File: src/rtl/dmem_arbiter.sv
`default_nettype none
// ============================================================================
// Module   : dmem_arbiter
// Purpose  : Shares a single-port DW-bit data memory among NREQ requesters.
//            One request is accepted at a time through a valid/ready
//            handshake. The winner gets one memory access cycle (ACCESS),
//            followed by a registered one-cycle response strobe (RESP) that
//            carries the read data, or the pre-write contents as a write ack.
//
// Ports    : clk, rst          - clock, synchronous active-high reset
//            req_valid/ready   - per-requester handshake (ready one-hot/zero)
//            req_we/addr/wdata - packed per-requester request fields
//            rsp_valid         - one-cycle response strobe to the owner
//            rsp_rdata         - shared response data bus
//            mem_we/addr/wdata - memory access controls
//            mem_rdata         - memory read data (combinational from addr)
//            busy              - high in ACCESS and RESP
//
// Config   : DMEM_ARB_FIXED_PRIO_EN - when defined, lowest-index valid
//            requester always wins; otherwise round-robin arbitration.
//
// Revision : 1.0 - initial release
// ============================================================================
module dmem_arbiter #(
  parameter int NREQ = 2,
  parameter int AW   = 10,
  parameter int DW   = 256
) (
  input  logic                 clk,
  input  logic                 rst,
  input  logic [NREQ-1:0]      req_valid,
  output logic [NREQ-1:0]      req_ready,
  input  logic [NREQ-1:0]      req_we,
  input  logic [NREQ*AW-1:0]   req_addr,
  input  logic [NREQ*DW-1:0]   req_wdata,
  output logic [NREQ-1:0]      rsp_valid,
  output logic [DW-1:0]        rsp_rdata,
  output logic                 mem_we,
  output logic [AW-1:0]        mem_addr,
  output logic [DW-1:0]        mem_wdata,
  input  logic [DW-1:0]        mem_rdata,
  output logic                 busy
);

  localparam int PW = (NREQ > 1) ? $clog2(NREQ) : 1;

  typedef enum logic [1:0] {
    ST_IDLE   = 2'd0,
    ST_ACCESS = 2'd1,
    ST_RESP   = 2'd2
  } state_t;

  state_t            r_state;
  logic              r_we;
  logic [AW-1:0]     r_addr;
  logic [DW-1:0]     r_wdata;
  logic [NREQ-1:0]   r_owner_oh;

  logic              w_window;
  logic              w_grant;
  logic [NREQ-1:0]   w_sel;
  logic              w_win_we;
  logic [AW-1:0]     w_win_addr;
  logic [DW-1:0]     w_win_wdata;

`ifndef DMEM_ARB_FIXED_PRIO_EN
  logic [PW-1:0]     r_ptr;
  logic [PW-1:0]     r_owner;
  logic [PW-1:0]     w_win;
`endif

  // Unpacked views of the packed request buses.
  logic [AW-1:0]     w_addr_arr  [NREQ];
  logic [DW-1:0]     w_wdata_arr [NREQ];

  for (genvar gi = 0; gi < NREQ; gi++) begin : g_unpack
    assign w_addr_arr[gi]  = req_addr[gi*AW +: AW];
    assign w_wdata_arr[gi] = req_wdata[gi*DW +: DW];
  end

  // Accept window: IDLE and RESP both take a new request.
  assign w_window = (r_state == ST_IDLE) || (r_state == ST_RESP);

  // Winner selection.
  always_comb begin
    w_grant     = 1'b0;
    w_sel       = '0;
    w_win_we    = 1'b0;
    w_win_addr  = '0;
    w_win_wdata = '0;
`ifndef DMEM_ARB_FIXED_PRIO_EN
    w_win       = '0;
    // Round-robin as two ordered passes: first the indices above ptr,
    // then wrap around to 0..ptr. Equivalent to starting at ptr+1 mod NREQ.
    for (int i = 0; i < NREQ; i++) begin
      if (!w_grant && req_valid[i] && (PW'(i) > r_ptr)) begin
        w_grant     = 1'b1;
        w_sel[i]    = 1'b1;
        w_win       = PW'(i);
        w_win_we    = req_we[i];
        w_win_addr  = w_addr_arr[i];
        w_win_wdata = w_wdata_arr[i];
      end
    end
    for (int i = 0; i < NREQ; i++) begin
      if (!w_grant && req_valid[i] && (PW'(i) <= r_ptr)) begin
        w_grant     = 1'b1;
        w_sel[i]    = 1'b1;
        w_win       = PW'(i);
        w_win_we    = req_we[i];
        w_win_addr  = w_addr_arr[i];
        w_win_wdata = w_wdata_arr[i];
      end
    end
`else
    for (int i = 0; i < NREQ; i++) begin
      if (!w_grant && req_valid[i]) begin
        w_grant     = 1'b1;
        w_sel[i]    = 1'b1;
        w_win_we    = req_we[i];
        w_win_addr  = w_addr_arr[i];
        w_win_wdata = w_wdata_arr[i];
      end
    end
`endif
  end

  // Ready is suppressed while rst is high so nothing looks accepted during
  // a reset cycle.
  assign req_ready = (w_window && !rst) ? w_sel : '0;

  // Gating with rst keeps an abandoned access from committing its write.
  assign mem_we    = (r_state == ST_ACCESS) && r_we && !rst;
  assign mem_addr  = r_addr;
  assign mem_wdata = r_wdata;
  assign busy      = (r_state != ST_IDLE);

  always_ff @(posedge clk) begin
    if (rst) begin
      r_state    <= ST_IDLE;
      r_we       <= 1'b0;
      r_addr     <= '0;
      r_wdata    <= '0;
      r_owner_oh <= '0;
      rsp_valid  <= '0;
      rsp_rdata  <= '0;
`ifndef DMEM_ARB_FIXED_PRIO_EN
      r_ptr      <= PW'(NREQ - 1);
      r_owner    <= '0;
`endif
    end else begin
      rsp_valid <= '0;
      case (r_state)
        ST_IDLE, ST_RESP: begin
          if (w_grant) begin
            r_we       <= w_win_we;
            r_addr     <= w_win_addr;
            r_wdata    <= w_win_wdata;
            r_owner_oh <= w_sel;
`ifndef DMEM_ARB_FIXED_PRIO_EN
            r_owner    <= w_win;
`endif
            r_state    <= ST_ACCESS;
          end else begin
            r_state    <= ST_IDLE;
          end
        end
        ST_ACCESS: begin
          // Capture happens before the write commits, so a write ack
          // carries the old contents of the addressed word.
          rsp_rdata <= mem_rdata;
          rsp_valid <= r_owner_oh;
`ifndef DMEM_ARB_FIXED_PRIO_EN
          r_ptr     <= r_owner;
`endif
          r_state   <= ST_RESP;
        end
        default: begin
          r_state <= ST_IDLE;
        end
      endcase
    end
  end

endmodule
`default_nettype wire

File: config.mk
export PLATFORM = sky130hd
export DESIGN_NAME = dmem_arbiter
export DESIGN_NICKNAME = d
export VERILOG_FILES = /design/src/rtl/dmem_arbiter.sv
export SDC_FILE = /design/constraint.sdc
export NUM_CORES = 1
export LEC_CHECK = 0
export ABC_AREA = 1
export CORE_AREA = 2 2 512 514
export DETAILED_ROUTE_END_ITERATION = 10
export DIE_AREA = 0 0 514 516
export PLACE_DENSITY_LB_ADDON = 0.15
export SYNTH_ARGS = -nofsm -noshare
export SYNTH_HDL_FRONTEND = slang
export SYNTH_SLANG_ARGS = --single-unit
File: constraint.sdc
create_clock -name clk -period 1.7 [get_ports clk]
set_input_delay 0.425 -clock clk [delete_from_list [all_inputs] [get_ports clk]]
set_output_delay 0.425 -clock clk [all_outputs]
set_load 0.02 [all_outputs]
==> impl_metrics.tcl <==
set metrics [dict create \
    outcome "complete, but fails checks" \
    violations "setup timing" \
    ioPinCount 1322 \
    p_leak_nw 21.6 \
    clk_pin_slew_ns 0.06 \
    viasPerCell 3.41 \
    skew_ns 0.0473 \
    fillers 29300 \
    hold_class "input port to flip-flop" \
    gp_congestion 0.824 \
    clkPwrFrac_pct 39.8 \
    drive_gt1_share_pct 33.6 \
    seqPwrFrac_pct 32.3 \
    min_from "rst" \
    port_buffers 1321 \
    ys_types 21 \
    slew_viol_final 0 \
    drt_iter0_markers 1463 \
    synthAdderAreaFrac_pct 0 \
    max_freq_mhz 474 \
    grt_overflow_total 0 \
    vias 28100 \
    wl_per_cell_um 23.5 \
    die_area_sq_um 265000 \
    hold_viol 0 \
    insertion_delay_ns 0.71 \
    swShare_pct 32.4 \
    synthesis.area_sq_um 22400 \
    fin_area_sq_um 48500 \
    ctsHtreeMaxLevel 3 \
    setup_viol 198 \
    synthCells 3328 \
    cp-end-kind "output port" \
    hold_path_depth 4 \
    wl_um 194000 \
    grt_max_degree 75 \
    synth_xor_area_share_pct 0 \
    r2r-start "r_state[0]" \
    die_w_um 514 \
    rows 187 \
    p_sw_w 0.0147 \
    ys_seq_area_share_pct 47.5 \
    path_class "flip-flop to output port" \
    pwr-share-comb_pct 27.9 \
    finalCritPeriodShare_pct 124 \
    fin_nets 5559 \
    rr_endpoint "mem_wdata[139]" \
    drv_cap 0 \
    hpwl_um 146000 \
    worstPathMaxFanout 3 \
    antenna_found_initial 77 \
    clockBufferDepth 3 \
    drt_first_pass_iters 5 \
    placed_cell_area_sq_um 41200 \
    worst_slew_pin_slew_ns 0.596 \
    intPower_w 0.0307 \
    power_density_nw_per_um2 937 \
    synthMuxAreaShare_pct 0 \
    cts_tree "yes" \
    die_h_um 516 \
    cp.arrival_ns 1.68 \
    track_usage_pct 13.2 \
    holdBufCountCts 0 \
    yosysWarningCount 0 \
    synth_compound_area_share_pct 5.97 \
    syn-num-nets 4122 \
    period_needed_ns 2.11 \
    synth_top_family_by_area "simple AND/OR/NAND/NOR gates" \
    core_sq_um 259000 \
    cp_data_required_time_ns 1.27 \
    cts_buffers 81 \
    post-route-drc-count 0 \
    grt_pass1_wl_um 243000 \
    syn_avg_cell_area_sq_um 6.73 \
    totalPowerFinal_w 0.0454 \
    start_kind "flip-flop" \
    rsz0062_at_grt "true" \
    synthSimpleGateAreaFrac_pct 37.3 \
    cts_root_buf "clkbuf_16" \
    setup_slack_ns -0.409 \
    drtAntennaViolNets 0 \
    reg2regPathDepth 13 \
    syn_to_final_growth_pct 116 \
    synth_seq_cells 531 \
    grt_pass1_vias 27600 \
    vdd_drop_max_mv 0.775 \
    holdPathEnd "r_owner_oh[1]" \
    max_slew_margin_pct 60.3 \
    cts.sinks 531 \
    r2r_slack_ns -0.20 \
    initial_utilization_pct 8.64 \
]
-- final cells by class --
cell class	count	area [sq um]	share of cell area, %
Timing Repair Buffer	1609	18400	37.9
Sequential cell	531	11300	23.3
Multi-Input combinational cell	2288	10700	22.1
Tap cell	3402	4260	8.78
Clock buffer	121	2400	4.94
Inverter	254	986	2.03
Clock inverter	24	409	0.844
Antenna cell	15	37.5	0.0774
-- Yosys cell counts --
cell	number	area, sq um
a21oi_1	2	10.0
a21oi_2	2	17.5
and3_1	2	12.5
buf_1	24	90.1
buf_2	122	611
buf_4	1	7.51
clkbuf_1	108	405
clkinv_1	1	3.75
dfxtp_1	531	10600
inv_1	247	927
inv_2	6	22.5
nand2_1	751	2820
nand3_1	348	1740
nand4_1	127	795
nor2_1	794	2980
nor2_4	1	11.3
nor3_1	1	5.00
o211ai_1	1	7.51
o21ai_0	257	1290
o21ai_2	1	8.76
o21bai_1	1	7.51
-- cells by family (layout without fill, tap and decap cells) --
kind of cell	count (synthesis)	in the layout
and+or+nand+nor	2024	2024
DFF	531	531
buffers and inverters	509	2008
AOI/OAI and AO/OA	264	264
other	0	15
-- stage by stage --
stage / hold WS [ns] / std cells / setup TNS [ns] / setup slack (ns) / util (%)
global placement: 0.446 / 7955 / -117.19 / -0.630 / 15.9
CTS: 0.133 / 8119 / -25.31 / -0.622 / 17.5
finish: 0.191 / 8244 / -23.11 / -0.409 / 18.7
detailed placement: 0.450 / 7955 / -117.16 / -0.616 / 15.9
global route: 0.201 / 8235 / -46.60 / -0.531 / 18.7
floorplan: 0.428 / 3328 / 0 / 0.0434 / -
-- flip-flops by register name, summed over array words and instances, names as in the netlist --
register,cells
rsp_valid,2
mem_addr,10
r_ptr,1
r_state,2
rsp_rdata,256
r_owner_oh,2
r_owner,1
mem_wdata,256
r_we,1
-- power by group through the flow --
stage               Combinational, W  Clock (W)  Sequential (W)
finish                        0.0127     0.0181          0.0147
global route                  0.0136     0.0194          0.0148
CTS                           0.0114     0.0189          0.0146
detailed placement            0.0111          0          0.0145
global placement              0.0111          0          0.0145
floorplan                    0.00284          0          0.0157
-- worst max-delay path by stage --
stage / start / endpoint / slack (ns) / cells after the start
2_1_floorplan: rst / mem_we / 0.04 / 4
3_3_place_gp: req_valid[1] / mem_wdata[27] / -0.63 / 9
3_5_place_dp: req_valid[1] / mem_addr[0] / -0.62 / 10
4_1_cts: r_state[0] / mem_we / -0.62 / 5
5_1_grt: r_state[0] / mem_we / -0.53 / 5
6_report: r_state[0] / req_ready[0] / -0.41 / 3
-- routing by layer --
metal | wire length (um) | global-route usage (%) | up-vias
met5 | 382 | 0 | -
met4 | 4690 | 3.56 | 56
met3 | 17200 | 5.20 | 243
met2 | 95200 | 23.3 | 1115
met1 | 76400 | 14.5 | 13300
li1 | - | - | 13400
-- what timing repair did --
action                                  4_1_cts  5_1_grt
pin swaps                                     5      113
gates resized for setup                    3296      375
cloned                                        3       64
endpoints found under the setup margin      528      495
buffers inserted                             16       50
-- worst max-delay path, stage by stage, from the launching register on --
cell and delay [ns]:
dfxtp_4 0.35, nor2_1 0.18, and3_4 0.27, buf_4 0.17
-- cell usage in the layout (no fill, tap or decap), drive strengths merged --
cell,instances
diode,15
nor2,795
nand4,127
nand2,751
o211ai,1
and3,2
o21ai,258
a21oi,4
bufinv,6
nand3,348
clkinvlp,2
clkinv,16
o21bai,1
dfxtp,531
inv,254
clkbuf,168
buf,769
nor3,1
bufbuf,2
clkdlybuf4s50,791
No activity file was read; power rests on OpenSTA's default activity.
